File: src/rtl/input_debouncer_pkg.sv
// Shared types and default timing constants for the input debouncer slice.
package input_debouncer_pkg;

   // Per-channel debounce FSM encoding
   typedef enum logic [1:0] {
      STABLE_LO = 2'd0,
      CHK_HI    = 2'd1,
      STABLE_HI = 2'd2,
      CHK_LO    = 2'd3
   } deb_state_t;

   // Default timing: ~1 ms of stability at 50 MHz
   localparam int DEF_NUM_CH        = 3;
   localparam int DEF_SYNC_STAGES   = 2;
   localparam int DEF_STABLE_CYCLES = 50000;
   localparam int DEF_CNT_WIDTH     = 16;

endpackage

File: src/rtl/debounce_channel.sv
// One debounce channel: synchroniser chain, stability counter and level FSM.
// clean flips only after the synchronised input has disagreed with it for
// STABLE_CYCLES consecutive samples; any agreeing sample aborts the candidate.
module debounce_channel
   import input_debouncer_pkg::*;
#(
   parameter int SYNC_STAGES   = DEF_SYNC_STAGES,
   parameter int STABLE_CYCLES = DEF_STABLE_CYCLES,
   parameter int CNT_WIDTH     = DEF_CNT_WIDTH
) (
   input  logic clk,
   input  logic rst,
   input  logic raw,
   output logic clean,
   output logic rise,
   output logic fall,
   output logic busy
);

   localparam logic [CNT_WIDTH-1:0] CNT_ZERO  = {CNT_WIDTH{1'b0}};
   localparam logic [CNT_WIDTH-1:0] CNT_ONE   = CNT_WIDTH'(1);
   localparam logic [CNT_WIDTH-1:0] CNT_LAST  = CNT_WIDTH'(STABLE_CYCLES - 1);
   localparam bit                   SINGLE_SAMPLE = (STABLE_CYCLES == 1);

   logic [SYNC_STAGES-1:0] sync_r;
   logic                   sync_s;
   deb_state_t             state_r;
   logic [CNT_WIDTH-1:0]   cnt_r;
   logic                   clean_r;
   logic                   rise_r;
   logic                   fall_r;
   logic                   busy_r;

   // Metastability synchroniser: raw enters at bit 0, only the last stage is used
   always_ff @(posedge clk or posedge rst) begin
      if (rst) begin
         sync_r <= {SYNC_STAGES{1'b0}};
      end else begin
         sync_r <= {sync_r[SYNC_STAGES-2:0], raw};
      end
   end

   assign sync_s = sync_r[SYNC_STAGES-1];

   // Debounce FSM with registered level, strobes and busy flag
   always_ff @(posedge clk or posedge rst) begin
      if (rst) begin
         state_r <= STABLE_LO;
         cnt_r   <= CNT_ZERO;
         clean_r <= 1'b0;
         rise_r  <= 1'b0;
         fall_r  <= 1'b0;
         busy_r  <= 1'b0;
      end else begin
         rise_r <= 1'b0;
         fall_r <= 1'b0;
         case (state_r)
            STABLE_LO: begin
               if (sync_s) begin
                  if (SINGLE_SAMPLE) begin
                     state_r <= STABLE_HI;
                     clean_r <= 1'b1;
                     rise_r  <= 1'b1;
                     busy_r  <= 1'b0;
                  end else begin
                     state_r <= CHK_HI;
                     cnt_r   <= CNT_ONE;
                     busy_r  <= 1'b1;
                  end
               end
            end
            CHK_HI: begin
               if (!sync_s) begin
                  state_r <= STABLE_LO;
                  cnt_r   <= CNT_ZERO;
                  busy_r  <= 1'b0;
               end else if (cnt_r == CNT_LAST) begin
                  state_r <= STABLE_HI;
                  cnt_r   <= CNT_ZERO;
                  clean_r <= 1'b1;
                  rise_r  <= 1'b1;
                  busy_r  <= 1'b0;
               end else begin
                  cnt_r <= cnt_r + CNT_ONE;
               end
            end
            STABLE_HI: begin
               if (!sync_s) begin
                  if (SINGLE_SAMPLE) begin
                     state_r <= STABLE_LO;
                     clean_r <= 1'b0;
                     fall_r  <= 1'b1;
                     busy_r  <= 1'b0;
                  end else begin
                     state_r <= CHK_LO;
                     cnt_r   <= CNT_ONE;
                     busy_r  <= 1'b1;
                  end
               end
            end
            CHK_LO: begin
               if (sync_s) begin
                  state_r <= STABLE_HI;
                  cnt_r   <= CNT_ZERO;
                  busy_r  <= 1'b0;
               end else if (cnt_r == CNT_LAST) begin
                  state_r <= STABLE_LO;
                  cnt_r   <= CNT_ZERO;
                  clean_r <= 1'b0;
                  fall_r  <= 1'b1;
                  busy_r  <= 1'b0;
               end else begin
                  cnt_r <= cnt_r + CNT_ONE;
               end
            end
            default: begin
               state_r <= STABLE_LO;
               cnt_r   <= CNT_ZERO;
               clean_r <= 1'b0;
               busy_r  <= 1'b0;
            end
         endcase
      end
   end

   assign clean = clean_r;
   assign rise  = rise_r;
   assign fall  = fall_r;
   assign busy  = busy_r;

endmodule

File: src/rtl/input_debouncer.sv
// Multi-channel switch/button conditioner: NUM_CH independent debounce channels
// whose clean levels feed the three-input combiner.
module input_debouncer
   import input_debouncer_pkg::*;
#(
   parameter int NUM_CH        = DEF_NUM_CH,
   parameter int SYNC_STAGES   = DEF_SYNC_STAGES,
   parameter int STABLE_CYCLES = DEF_STABLE_CYCLES,
   parameter int CNT_WIDTH     = DEF_CNT_WIDTH
) (
   input  logic              clk,
   input  logic              rst,
   input  logic [NUM_CH-1:0] raw_in,
   output logic [NUM_CH-1:0] clean_out,
   output logic [NUM_CH-1:0] rise_pulse,
   output logic [NUM_CH-1:0] fall_pulse,
   output logic [NUM_CH-1:0] busy
);

   for (genvar g = 0; g < NUM_CH; g++) begin : g_ch
      debounce_channel #(
         .SYNC_STAGES   (SYNC_STAGES),
         .STABLE_CYCLES (STABLE_CYCLES),
         .CNT_WIDTH     (CNT_WIDTH)
      ) u_ch (
         .clk   (clk),
         .rst   (rst),
         .raw   (raw_in[g]),
         .clean (clean_out[g]),
         .rise  (rise_pulse[g]),
         .fall  (fall_pulse[g]),
         .busy  (busy[g])
      );
   end

endmodule

File: config.mk
export PLATFORM = sky130hd
export DESIGN_NAME = input_debouncer
export DESIGN_NICKNAME = d
export VERILOG_FILES = /design/src/rtl/input_debouncer_pkg.sv /design/src/rtl/debounce_channel.sv /design/src/rtl/input_debouncer.sv
export SDC_FILE = /design/constraint.sdc
export NUM_CORES = 1
export LEC_CHECK = 0
export CORE_ASPECT_RATIO = 1.75
export CORE_MARGIN = 5
export CORE_UTILIZATION = 50
export DETAILED_ROUTE_END_ITERATION = 6
export GPL_TIMING_DRIVEN = 0
export PLACE_DENSITY = 0.79
export SYNTH_ARGS = -nofsm -noshare
export SYNTH_HDL_FRONTEND = slang
export SYNTH_HIERARCHICAL = 1
export SYNTH_SLANG_ARGS = --single-unit
File: constraint.sdc
create_clock -name clk -period 4.15 [get_ports clk]
set_clock_uncertainty 0.15 [all_clocks]
set_input_delay 0.6225 -clock clk [delete_from_list [all_inputs] [get_ports clk]]
set_output_delay 0.6225 -clock clk [all_outputs]
set_load 0.01 [all_outputs]
# == After elaboration in Yosys (flattened, before gate mapping) ==
# Cells that the tools add are included.
# classes
n_addsub,3
eq_ne,36
muxes,87
n_reduce_logical,15
# op_table
operator,n
$mux 16,15
$pmux 16 s4,3
$add 16x1->16 const B,3
$eq 16x16->1 const B,3
$mux 1,42
$mux 2,18
$ne 2x1->1 const B,12
$pmux 2 s4,3
$reduce_and 5->1,3
$eq 2x2->1 const B,6
$ne 2x2->1 const B,6
$pmux 1 s4,3
$reduce_and 4->1,3
$ne 3x1->1 const B,3
$ne 3x3->1 const B,3
$eq 2x1->1 const B,3
$logic_not 2->1,3
$pmux 1 s2,3
$reduce_and 2->1,3
$reduce_bool 2->1,3
# word_totals
regBits,72
elab_cells,162

# == Longest topological paths before layout ==
# Gate-level depths: netlist of the first run.
# logic_depth
depth_word,4
depth_mapped,7

# == By module ==
# Netlist of the first run, hierarchy kept.
# by_module_without_submodules
module,n_inst,cells_each,area_each_um2,seq_area_each_um2
debounce_channel at g_ch[0].u_ch ...,2,133,1282.5,600.6
debounce_channel at g_ch[2].u_ch,1,130,1350.0,600.6

# == Worst setup path after synthesis of the first run ==
# Ideal clock, no wire load.
# synth_path
kind,register to register
from,register g_ch[2].u_ch.cnt_r[7]
to,register g_ch[2].u_ch.cnt_r[6]
setup_time_ps,125
arrival_ps,1829
required_time_ps,3875
slack_ps,2046
path_stages_with_launch,6
synth_period_minus_slack_ps,2104
cell_sequence,dfrtp_1 -> or4b_4 -> nor4_4 -> buf_6 -> nor4_1 -> mux2_2
# synth_between
elab_chain_cells,4
# synth_rtl
element,line_no,rtl
"start, declared",debounce_channel.sv:28,logic [CNT_WIDTH-1:0] cnt_r;
"start signal, assigned",debounce_channel.sv:84,cnt_r <= cnt_r + CNT_ONE;
"start signal, assigned",debounce_channel.sv:113,cnt_r <= cnt_r + CNT_ONE;
$eq 16x16->1 *,"debounce_channel.sv:77, debounce_channel.sv:106",
$mux 16 *,"debounce_channel.sv:77, debounce_channel.sv:106",
$mux 16 (on tied branches),"debounce_channel.sv:102, debounce_channel.sv:73",
$pmux 16 s4 *,debounce_channel.sv:57,case (state_r)
# Mark *: on every way between the ends. The rest lies on a longest branch, timed or not.
# A chain may end at the register's enable or synchronous reset.

# == Worst setup path in the final report of the first run ==
# layout_path
from,register g_ch[2].u_ch.cnt_r[7]
to,register g_ch[2].u_ch.cnt_r[12]
# layout_between
elab_chain_cells,4
# layout_rtl
element,line_no
$add 16x1->16 or $eq 16x16->1 (tied branches),--
$mux 16 *,"debounce_channel.sv:77, debounce_channel.sv:106"
$mux 16 (on tied branches),"debounce_channel.sv:102, debounce_channel.sv:73"
$pmux 16 s4 *,debounce_channel.sv:57
# Marked as above.

==> results of run 1 <==
[layer usage]
metal	GRT usage, %	up-vias	part of all wire [%]
met5	0	-	0
met4	10.9	0	3.5
met3	3.38	30	4.0
met2	34.7	112	53
met1	21.5	1680	39
li1	-	1588	-
[metrics by stage]
stage,area [sq um],power (uW),util [%],hold slack (ns),setup WS [ns]
3_3_place_gp,4190,1610,54.9,0.184,1.85
6_report,4480,2400,58.8,0.200,1.77
4_1_cts,4480,2410,58.8,0.202,1.77
3_5_place_dp,4190,1640,54.9,0.190,1.79
2_1_floorplan,3920,1420,-,0.181,2.05
5_1_grt,4480,2530,58.8,0.204,1.63
[state kept, by name, summed over array words and instances (netlist names), named ones only]
name,flops
g_ch.u_ch/rise,3
g_ch.u_ch/fall,3
g_ch.u_ch/busy,3
g_ch.u_ch/state_r,3
g_ch.u_ch/clean,3
g_ch.u_ch/sync_r,6
g_ch.u_ch/cnt_r,48
[final cells by class]
| class | instances | area, sq um | share of cell area, % |
|---|---|---|---|
| clock buffer | 10 | 239 | 5.33 |
| clock inverter | 5 | 56.3 | 1.26 |
| tap | 88 | 110 | 2.46 |
| sequential | 72 | 1800 | 40.2 |
| buffer | 21 | 105 | 2.35 |
| inverter | 29 | 109 | 2.43 |
| multi-input combinational | 274 | 1900 | 42.4 |
| timing repair buffer | 16 | 160 | 3.57 |
[path summary, 6_finish.rpt]
kind	from	end	slack (ns)	cells past startpoint
worst max-delay path	g_ch[2].u_ch/cnt_r[7]$_DFFE_PP0P_	g_ch[2].u_ch/cnt_r[12]$_DFFE_PP0P_	1.77	4
worst min-delay path	g_ch[2].u_ch/sync_r[0]$_DFF_PP0_	g_ch[2].u_ch/sync_r[1]$_DFF_PP0_	0.20	0
worst max register to register	g_ch[2].u_ch/cnt_r[7]$_DFFE_PP0P_	g_ch[2].u_ch/cnt_r[12]$_DFFE_PP0P_	1.77	4
worst min register to register	g_ch[2].u_ch/sync_r[0]$_DFF_PP0_	g_ch[2].u_ch/sync_r[1]$_DFF_PP0_	0.20	0
max in group asynchronous	rst	g_ch[2].u_ch/clean$_DFFE_PP0P_	2.56	2
min in group asynchronous	rst	g_ch[0].u_ch/cnt_r[11]$_DFFE_PP0P_	0.70	2
[cells in the final DEF, fill, tap and decap left out, types with 6 or more instances in the layout]
cell             count
clkbuf_1            12
o21ai_0             11
a21oi_1             11
o311ai_0             7
o21bai_1             6
clkbuf_16            9
nor4_1              12
nor2_1              19
a31oi_1             25
o31ai_1              8
o21a_1              12
nand4_1             13
nor4b_1              8
or4_1                8
inv_1               29
nor3_1               9
nand3_1             14
nand2_1             25
and3_1               7
clkdlybuf4s50_1     16
dfrtp_1             72
[report_power, final]
| part | switching, uW | internal [uW] |
|---|---|---|
| sequential | 105 | 796 |
| combinational | 471 | 267 |
| clock | 285 | 478 |
[cell families (layout without fill, tap and decap cells)]
logic type	count (synthesis)	in the layout
flip-flops	72	72
AO/OA/AOI/OAI	110	110
AND/OR/NAND/NOR	149	149
XOR/XNOR	8	8
buffers and inverters	50	81
multiplexers	4	4
adder cells (fa/ha/maj)	3	3
==> flow_summary_export.csv, run 1 <==
group,metric,value,unit
yosys,ys_seq_area_share,46.0,%
placed_design,dp_hpwl,6510,um
yosys,synth_edf_count,0,
yosys,synth_compound_area_share,20.1,%
layout,nNetsFinal,431,
yosys,async_flop_share,100,%
yosys,yosysWarnings,6,
grt,grt_overflow,0,
die,io_pins,17,
die,start_util,51.4,%
sta,worst_pin_slew,0.928,ns
placed_design,dp_cells,500,
layout,diodes,0,
yosys,synthMuxAreaShare,1.12,%
worst_setup_path,crit_path_top_delay_cell,"or4b_4",
clocking,cts_resized,0,
clocking,htreeDepth,3,
routing,wire_per_inst,17.9,um
clocking,tritoncts,"built",
sta,min_period_over_period,57.3,%
pwr,power_leakage,0.00180,uW
worst_setup_path,path_class,"register to register",
die,die-width,76.9,um
status,status,"finished, final reports clean",
die,coreArea,7620,sq um
layout,synthToLayoutAreaGrowth,14.4,%
placed_design,gp_congestion,0.898,
die,dieArea,9770,sq um
sta,maxSlewViolCount,0,
grt,grt_pass1_wl,15700,um
routing,routed_wl,9200,um
clocking,insertion_delay,0.33,ns
grt,grt_max_degree,25,
yosys,yosysTopAreaCellShare,46.0,%
sta,finalHoldViolCount,0,
yosys,synthTopCellsByArea,"dfrtp_1 46%, a31oi_1 4.0%, inv_1 2.8%",
die,row_count,42,
sta,timing.fmax,421,MHz
yosys,syn_avg_cell_area,9.89,sq um
routing,drc_errors,0,
yosys,synth_largest_area_cell,"dfrtp_1",
pwr,pwr_density_cell,536,nW/um^2
sta,rsz0062_at_grt,"false",
worst_setup_path,cp_max_fo,7,
yosys,synth_top_family_by_area,"simple AND/OR/NAND/NOR gates",
yosys,synthXorXnorAreaFrac,1.79,%
yosys,synth-adder-area-share,0.959,%
yosys,synth_simple_gate_area_share,24.5,%
clocking,clk_path_buf_depth,2,
layout,n_fill_cell,618,
clocking,cts_hold_buf,0,
routing,avgViaCountPerCell,6.62,
worst_setup_path,crit_family,"simple AND/OR/NAND/NOR gates",
sta,layout_min_cycle_time,2.38,ns
min_path,min_path_type,"register to register",
yosys,ys_ff_latch,72,
yosys,syn_area,3920,sq um
pwr,ir_worst_vdd,0.468,mV
worst_setup_path,worst-path-buf-inv,0,
clocking,clockRootBuffer,"clkbuf_16",
worst_setup_path,crit_path_cell_trace,"or4b_4, nor4_4, nor2_1, a221o_1",
routing,antenna_left,0,
yosys,synth_cell_type_count,59,
clocking,path_clk_slew,0.06,ns
yosys,synth-main-ff-cell,"dfrtp_1",
routing,firstDrtPassIters,5,
layout,layout-drive-gt1-share,12.4,%
layout,fin_cells,515,
worst_setup_path,max_stage_delay,0.59,ns
worst_setup_path,critPathRequiredTime,4.22,ns
worst_setup_path,worstSetupStartpointType,"register",
clocking,clock_sinks,72,
sta,slew_headroom,38.1,%
clocking,post-cts-setup-buffers,0,
sta,final.setup.tns,0,ns
worst_setup_path,crit_path_end_kind,"register",
yosys,syn_inst,396,
yosys,synth_commonest_cells,"72 x dfrtp_1, 29 x inv_1, 25 x a31oi_1, 25 x nand2_1, 19 x nor2_1",
grt,antenna_found_initial,0,
clocking,cts_buffers,9,
worst_setup_path,critical_path_arrival,2.44,ns
placed_design,portBuffers,16,
routing,vias,3410,
yosys,synth.most_common_cell,"dfrtp_1",
run,maxCapViolations,0,
grt,grt_usage,19.5,%
grt,grt_pass1_vias,3368,
routing,drtIter0Drc,264,
yosys,synth_fp_nets,404,
sta,setup_viol,0,
die,die_y,127,um
Note: power is estimated with default switching activity, not from simulation.
==> run 2, diff against run 1 <==
--- a/config.mk
+++ b/config.mk
@@ -10,7 +10,7 @@
 export CORE_UTILIZATION = 50
 export DETAILED_ROUTE_END_ITERATION = 6
 export GPL_TIMING_DRIVEN = 0
-export PLACE_DENSITY = 0.79
+export PLACE_DENSITY = 0.81
 export SYNTH_ARGS = -nofsm -noshare
 export SYNTH_HDL_FRONTEND = slang
 export SYNTH_HIERARCHICAL = 1
==> constraint.sdc (replaced) <==
create_clock -name clk -period 1.99 [get_ports clk]
set_clock_uncertainty 0.15 [all_clocks]
set_input_delay 0.2985 -clock clk [delete_from_list [all_inputs] [get_ports clk]]
set_output_delay 0.2985 -clock clk [all_outputs]
set_load 0.01 [all_outputs]
==> run 2 against run 1 <==
- the run now ends with negative setup slack left
- largest power group unchanged
- sequential power grew 120%
- hold slack gained 0.0050 ns
- sequential cell count is the same
- setup slack lost 1.9 ns
- die area is the same
- largest cell class unchanged
- fmax grew 10%
- cell count grew 6.8%
- via count grew 8.9%
- routed wire length grew 17%
- count of clock-buffer cells in the layout shrank 1
- first-iteration DRC count grew 22%
==> flow_summary_export.csv, run 2 (same netlist as run 1, synthesis figures left out) <==
group,metric,value,unit
layout,nNetsFinal,465,
worst_setup_path,worstSetupStartpointType,"register",
die,io_pins,17,
die,row_count,42,
routing,avgViaCountPerCell,6.75,
worst_setup_path,critical_path_arrival,2.23,ns
clocking,clockRootBuffer,"clkbuf_16",
worst_setup_path,crit_end,"g_ch[2].u_ch/cnt_r[6]$_DFFE_PP0P_",
status,violations,"negative setup slack",
sta,min_period_over_period,109,%
worst_setup_path,crit_path_top_delay_cell,"or4b_4",
worst_setup_path,cp_max_fo,5,
clocking,insertion_delay,0.34,ns
die,dieArea,9770,sq um
routing,wire_per_inst,19.6,um
die,die-width,76.9,um
die,coreArea,7620,sq um
grt,antenna_found_initial,0,
worst_setup_path,crit_cells,7,
die,start_util,51.4,%
clocking,clock_sinks,72,
layout,reg_top3,"g_ch.u_ch/cnt_r: 48 flops, g_ch.u_ch/sync_r: 6 flops",
pwr,power_leakage,0.00203,uW
layout,final_common_cell,"dfrtp_1",
clocking,tritoncts,"built",
layout,layout_common_cells,"53 x dfrtp_1, 32 x buf_4, 28 x inv_1",
layout,layout-drive-gt1-share,32.5,%
worst_setup_path,crit_top_cell,"buf_6",
routing,antenna_left,0,
layout,diodes,0,
worst_setup_path,crit_path_cell_trace,"buf_6, or4b_4, nor4_4, buf_6, buf_8, nor4_1, mux2_2",
worst_setup_path,worstReg2RegStart,"g_ch[2].u_ch/cnt_r[11]$_DFFE_PP0P_",
grt,grt_overflow,0,
grt,grt_max_degree,25,
sta,slew_headroom,37.5,%
pwr,ir_worst_vdd,0.961,mV
worst_setup_path,critPathRequiredTime,2.06,ns
clocking,path_clk_slew,0.06,ns
sta,timing.fmax,463,MHz
layout,top_register,"g_ch.u_ch/cnt_r",
routing,routed_wl,10800,um
sta,rsz0062_at_grt,"true",
clocking,clk_path_buf_depth,2,
pwr,pwr_density_cell,1060,nW/um^2
worst_setup_path,max_stage_delay,0.48,ns
clocking,htreeDepth,3,
placed_design,dp_hpwl,6440,um
layout,final_util,66.7,%
grt,grt_pass1_vias,3560,
die,die_y,127,um
clocking,cts_buffers,9,
routing,firstDrtPassIters,5,
grt,grt_usage,21.6,%
status,status,"finished, violations left",
sta,holdWs,0.205,ns
sta,layout_min_cycle_time,2.16,ns
run,maxCapViolations,0,
sta,maxSlewViolCount,0,
layout,synthToLayoutAreaGrowth,29.8,%
sta,finalHoldViolCount,0,
routing,vias,3715,
worst_setup_path,crit_start,"g_ch[2].u_ch/cnt_r[11]$_DFFE_PP0P_",
sta,setup_viol,19,
worst_setup_path,crit_path_end_kind,"register",
worst_setup_path,path_class,"register to register",
routing,drc_errors,0,
worst_setup_path,worst-path-buf-inv,3,
sta,worst_slack,-0.171,ns
placed_design,portBuffers,16,
worst_setup_path,crit_family,"simple AND/OR/NAND/NOR gates",
grt,grt_pass1_wl,17000,um
worst_setup_path,r2r-end,"g_ch[2].u_ch/cnt_r[6]$_DFFE_PP0P_",
layout,largest_reg_flops,48,
placed_design,gp_congestion,0.932,
min_path,min_path_type,"register to register",
sta,worst_pin_slew,0.937,ns
routing,drtIter0Drc,322,
worst_setup_path,ff2ff_setup_slack,-0.17,ns
worst_setup_path,r2r_cells,7,
## run 2: changes by cell type in the layout (fill, tap and decap cells not counted), moves of 4 or more
cell,change
or4_4,+4
dfrtp_1,-19
clkbuf_1,-11
nor4b_1,-5
buf_4,+31
clkbuf_2,+5
buf_6,+7
o311ai_0,-4
dfrtp_2,+19
## run 2: layout make-up
class	count	area, sq um
timing repair buffer	54	484
sequential	72	1830
tap	88	110
multi-input combinational	274	2120
inverter	29	109
fill	534	2540
clock buffer	9	225
clock inverter	7	80.1
buffer	17	121
## run 2: stage by stage
stage | cell area (sq um) | std cells | total power, uW | TNS [ns] | setup WS, ns
3_5_place_dp | 4190 | 500 | 3400 | -11.50 | -0.370
5_1_grt | 5080 | 550 | 5650 | -2.89 | -0.194
3_3_place_gp | 4190 | 500 | 3350 | -10.86 | -0.370
6_report | 5080 | 550 | 5370 | -1.73 | -0.171
4_1_cts | 4800 | 534 | 5150 | -1.31 | -0.126
2_1_floorplan | 3920 | 396 | 2970 | -0.874 | -0.0978
## run 2: per-layer routing
metal  GRT usage (%)  share of wire (%)  wire, um
met5               0                  0         0
met4            13.6                4.3       468
met3            5.28                5.9       637
met2            38.4                 54      5830
met1            22.2                 36      3830
## run 2: power by group
part           switching (uW)  internal, uW  leakage (uW)
registers                 283          1670      0.000927
logic                    1070           721      0.000956
clock network             641           979      0.000142
## run 2: repair_timing
action                                  in CTS  in global routing
endpoints found under the hold margin        0                  0
resized for setup                           45                 45
endpoints found under the setup margin      61                 54
pin swaps                                   12                 13
cloned                                       1                  0
setup buffers                               19                 18
hold buffers                                 0                  0
## run 2: worst min-delay path by stage
stage / start / endpoint / cells past startpoint
finish: g_ch[0].u_ch/sync_r[0]$_DFF_PP0_ / g_ch[0].u_ch/sync_r[1]$_DFF_PP0_ / 0
floorplan: rst / async pin / 1
CTS: g_ch[0].u_ch/sync_r[0]$_DFF_PP0_ / g_ch[0].u_ch/sync_r[1]$_DFF_PP0_ / 0
global placement: g_ch[2].u_ch/sync_r[0]$_DFF_PP0_ / g_ch[2].u_ch/sync_r[1]$_DFF_PP0_ / 0
detailed placement: g_ch[1].u_ch/sync_r[0]$_DFF_PP0_ / g_ch[1].u_ch/sync_r[1]$_DFF_PP0_ / 0
global route: g_ch[0].u_ch/sync_r[0]$_DFF_PP0_ / g_ch[0].u_ch/sync_r[1]$_DFF_PP0_ / 0
==> run 3, diff against run 2 <==
--- a/config.mk
+++ b/config.mk
@@ -7,10 +7,10 @@
 export LEC_CHECK = 0
 export CORE_ASPECT_RATIO = 1.75
 export CORE_MARGIN = 5
-export CORE_UTILIZATION = 50
+export CORE_UTILIZATION = 40
 export DETAILED_ROUTE_END_ITERATION = 6
 export GPL_TIMING_DRIVEN = 0
-export PLACE_DENSITY = 0.81
+export PLACE_DENSITY = 0.7
 export SYNTH_ARGS = -nofsm -noshare
 export SYNTH_HDL_FRONTEND = slang
 export SYNTH_HIERARCHICAL = 1
==> run 3 against run 2 <==
- the run still ends with negative setup slack left
- cell count rose by 3.5%
- combinational power shrank 4%
- count of clock-buffer cells in the layout up 1
- critical path depth shrank 1
- highest routed layer unchanged
==> flow_summary_export.csv, run 3 (same netlist as run 1, synthesis figures left out) <==
group,metric,value,unit
clocking,clockRootBuffer,"clkbuf_16",
layout,top_register,"g_ch.u_ch/cnt_r",
sta,timing.fmax,467,MHz
worst_setup_path,cp_max_fo,5,
die,start_util,41.1,%
run,maxCapViolations,0,
pwr,seqPwrFrac,35.9,%
status,status,"finished, violations left",
worst_setup_path,crit_start,"g_ch[2].u_ch/cnt_r[13]$_DFFE_PP0P_",
pwr,power.switching,1960,uW
pwr,pwr-share-clk,32.3,%
pwr,swShare,36.3,%
pwr,ir_worst_vdd,0.694,mV
routing,met3_length,332,um
clocking,tritoncts,"built",
sta,worst_pin_slew,0.936,ns
worst_setup_path,crit_path_cell_trace,"or4b_4, nor4_4, buf_6, buf_8, o31ai_1, a22o_2",
layout,final_util,52.7,%
die,dieArea,11900,sq um
worst_setup_path,crit_path_top_delay_cell,"or4b_4",
routing,wire_per_inst,17.8,um
routing,firstDrtPassIters,5,
placed_design,dp_hpwl,6550,um
clocking,htreeDepth,3,
worst_setup_path,path_class,"register to register",
layout,diodes,0,
layout,layout_common_cells,"54 x dfrtp_1, 27 x inv_1, 24 x a31oi_1",
status,violations,"negative setup slack",
placed_design,post-place-ws,-0.387,ns
worst_setup_path,ff2ff_setup_slack,-0.15,ns
pwr,power_leakage,0.00196,uW
layout,fin_area,5020,sq um
clocking,path_clk_slew,0.06,ns
grt,grt_pass1_wl,16700,um
clocking,insertion_delay,0.34,ns
routing,vias,3478,
die,die_y,141,um
routing,routed_wl,10100,um
grt,grt_max_degree,25,
layout,nNetsFinal,450,
worst_setup_path,max_stage_delay,0.55,ns
placed_design,placed_area,4230,sq um
clocking,cts_buffers,9,
pwr,p_comb_share,31.8,%
layout,largest_reg_flops,48,
min_path,min_from,"g_ch[1].u_ch/sync_r[0]$_DFF_PP0_",
sta,setup_viol,20,
routing,drc_errors,0,
routing,route.met2.wl,5650,um
layout,synthToLayoutAreaGrowth,28.3,%
pwr,p_int,3440,uW
grt,grt_usage,17.3,%
layout,layout-drive-gt1-share,30.9,%
grt,grt_overflow,0,
sta,rsz0062_at_grt,"true",
routing,top_layer,"met4",
layout,reg_top3,"g_ch.u_ch/cnt_r: 48 flops, g_ch.u_ch/sync_r: 6 flops",
worst_setup_path,critical_path_arrival,2.22,ns
die,row_count,47,
die,coreArea,9530,sq um
layout,n_fill_cell,835,
worst_setup_path,worstReg2RegStart,"g_ch[2].u_ch/cnt_r[13]$_DFFE_PP0P_",
min_path,min_path_type,"register to register",
die,die-width,84.8,um
pwr,total_power,5400,uW
clocking,clk_path_buf_depth,2,
sta,worst_slack,-0.152,ns
clocking,cts_hold_buf,0,
sta,maxSlewViolCount,0,
routing,avgViaCountPerCell,6.11,
worst_setup_path,crit_path_end_kind,"register",
grt,grt_pass1_vias,3519,
sta,finalHoldViolCount,0,
routing,antenna_left,0,
worst_setup_path,critPathRequiredTime,2.07,ns
sta,min_period_over_period,108,%
routing,drtIter0Drc,213,
clocking,clock_sinks,72,
layout,final_common_cell,"dfrtp_1",
placed_design,gp_congestion,0.871,
worst_setup_path,worstSetupStartpointType,"register",
pwr,pwr_density_cell,1080,nW/um^2
placed_design,portBuffers,16,
die,io_pins,17,
grt,antenna_found_initial,0,
routing,wl_met1,3850,um
sta,layout_min_cycle_time,2.14,ns
sta,slew_headroom,37.5,%
## run 3: layout make-up
class	instances	area (sq um)	area share, %
Buffer	17	120	2.39
Tap cell	122	153	3.04
Clock inverter	6	90.1	1.79
Timing Repair Buffer	39	364	7.25
Multi-Input combinational cell	274	2130	42.5
Sequential cell	72	1820	36.3
Clock buffer	10	229	4.56
Inverter	29	109	2.17
## run 3: per-stage QoR
stage	instances	setup TNS, ns	hold WS, ns
4_1_cts	565	-1.11	0.218
2_1_floorplan	396	-0.874	0.163
6_report	569	-1.66	0.214
3_5_place_dp	534	-12.81	0.194
3_3_place_gp	534	-12.16	0.188
5_1_grt	569	-3.22	0.233
## run 3: metal layers
metal / vias to the layer above / track usage, %
met3: 26 / 3.74
met4: 0 / 9.67
met5: - / 0
li1: 1618 / -
met1: 1740 / 17.8
met2: 94 / 31.7
## run 3: worst paths after layout
kind / to / cells past startpoint
worst max-delay path: g_ch[2].u_ch/cnt_r[9]$_DFFE_PP0P_ / 6
worst min-delay path: g_ch[1].u_ch/sync_r[1]$_DFF_PP0_ / 0
worst max register to register: g_ch[2].u_ch/cnt_r[9]$_DFFE_PP0P_ / 6
worst min register to register: g_ch[1].u_ch/sync_r[1]$_DFF_PP0_ / 0
max in group asynchronous: g_ch[1].u_ch/cnt_r[4]$_DFFE_PP0P_ / 2
min in group asynchronous: g_ch[2].u_ch/cnt_r[6]$_DFFE_PP0P_ / 2
## run 3: worst max-delay path: cells and delay by family, from the launching register on
kind            cells  cell delay, ns
compound gates      2            0.32
simple gates        2            0.83
buf+inv             2            0.30
flops               1            0.43
## run 3: what timing repair did
| action | CTS | global route |
|---|---|---|
| gates resized for setup | 47 | 46 |
| buffers inserted | 16 | 6 |
| cloned | 1 | 0 |
| setup endpoints to repair | 62 | 52 |
| pin swaps | 8 | 8 |
## run 3: power by group through the flow
| stage | sequential [uW] | clock (uW) | combinational [uW] |
|---|---|---|---|
| 2_1_floorplan | 1860 | 0 | 1100 |
| 5_1_grt | 1970 | 1850 | 1880 |
| 6_report | 1940 | 1740 | 1720 |
| 4_1_cts | 1850 | 1770 | 1680 |
| 3_3_place_gp | 1880 | 0 | 1490 |
| 3_5_place_dp | 1890 | 0 | 1530 |
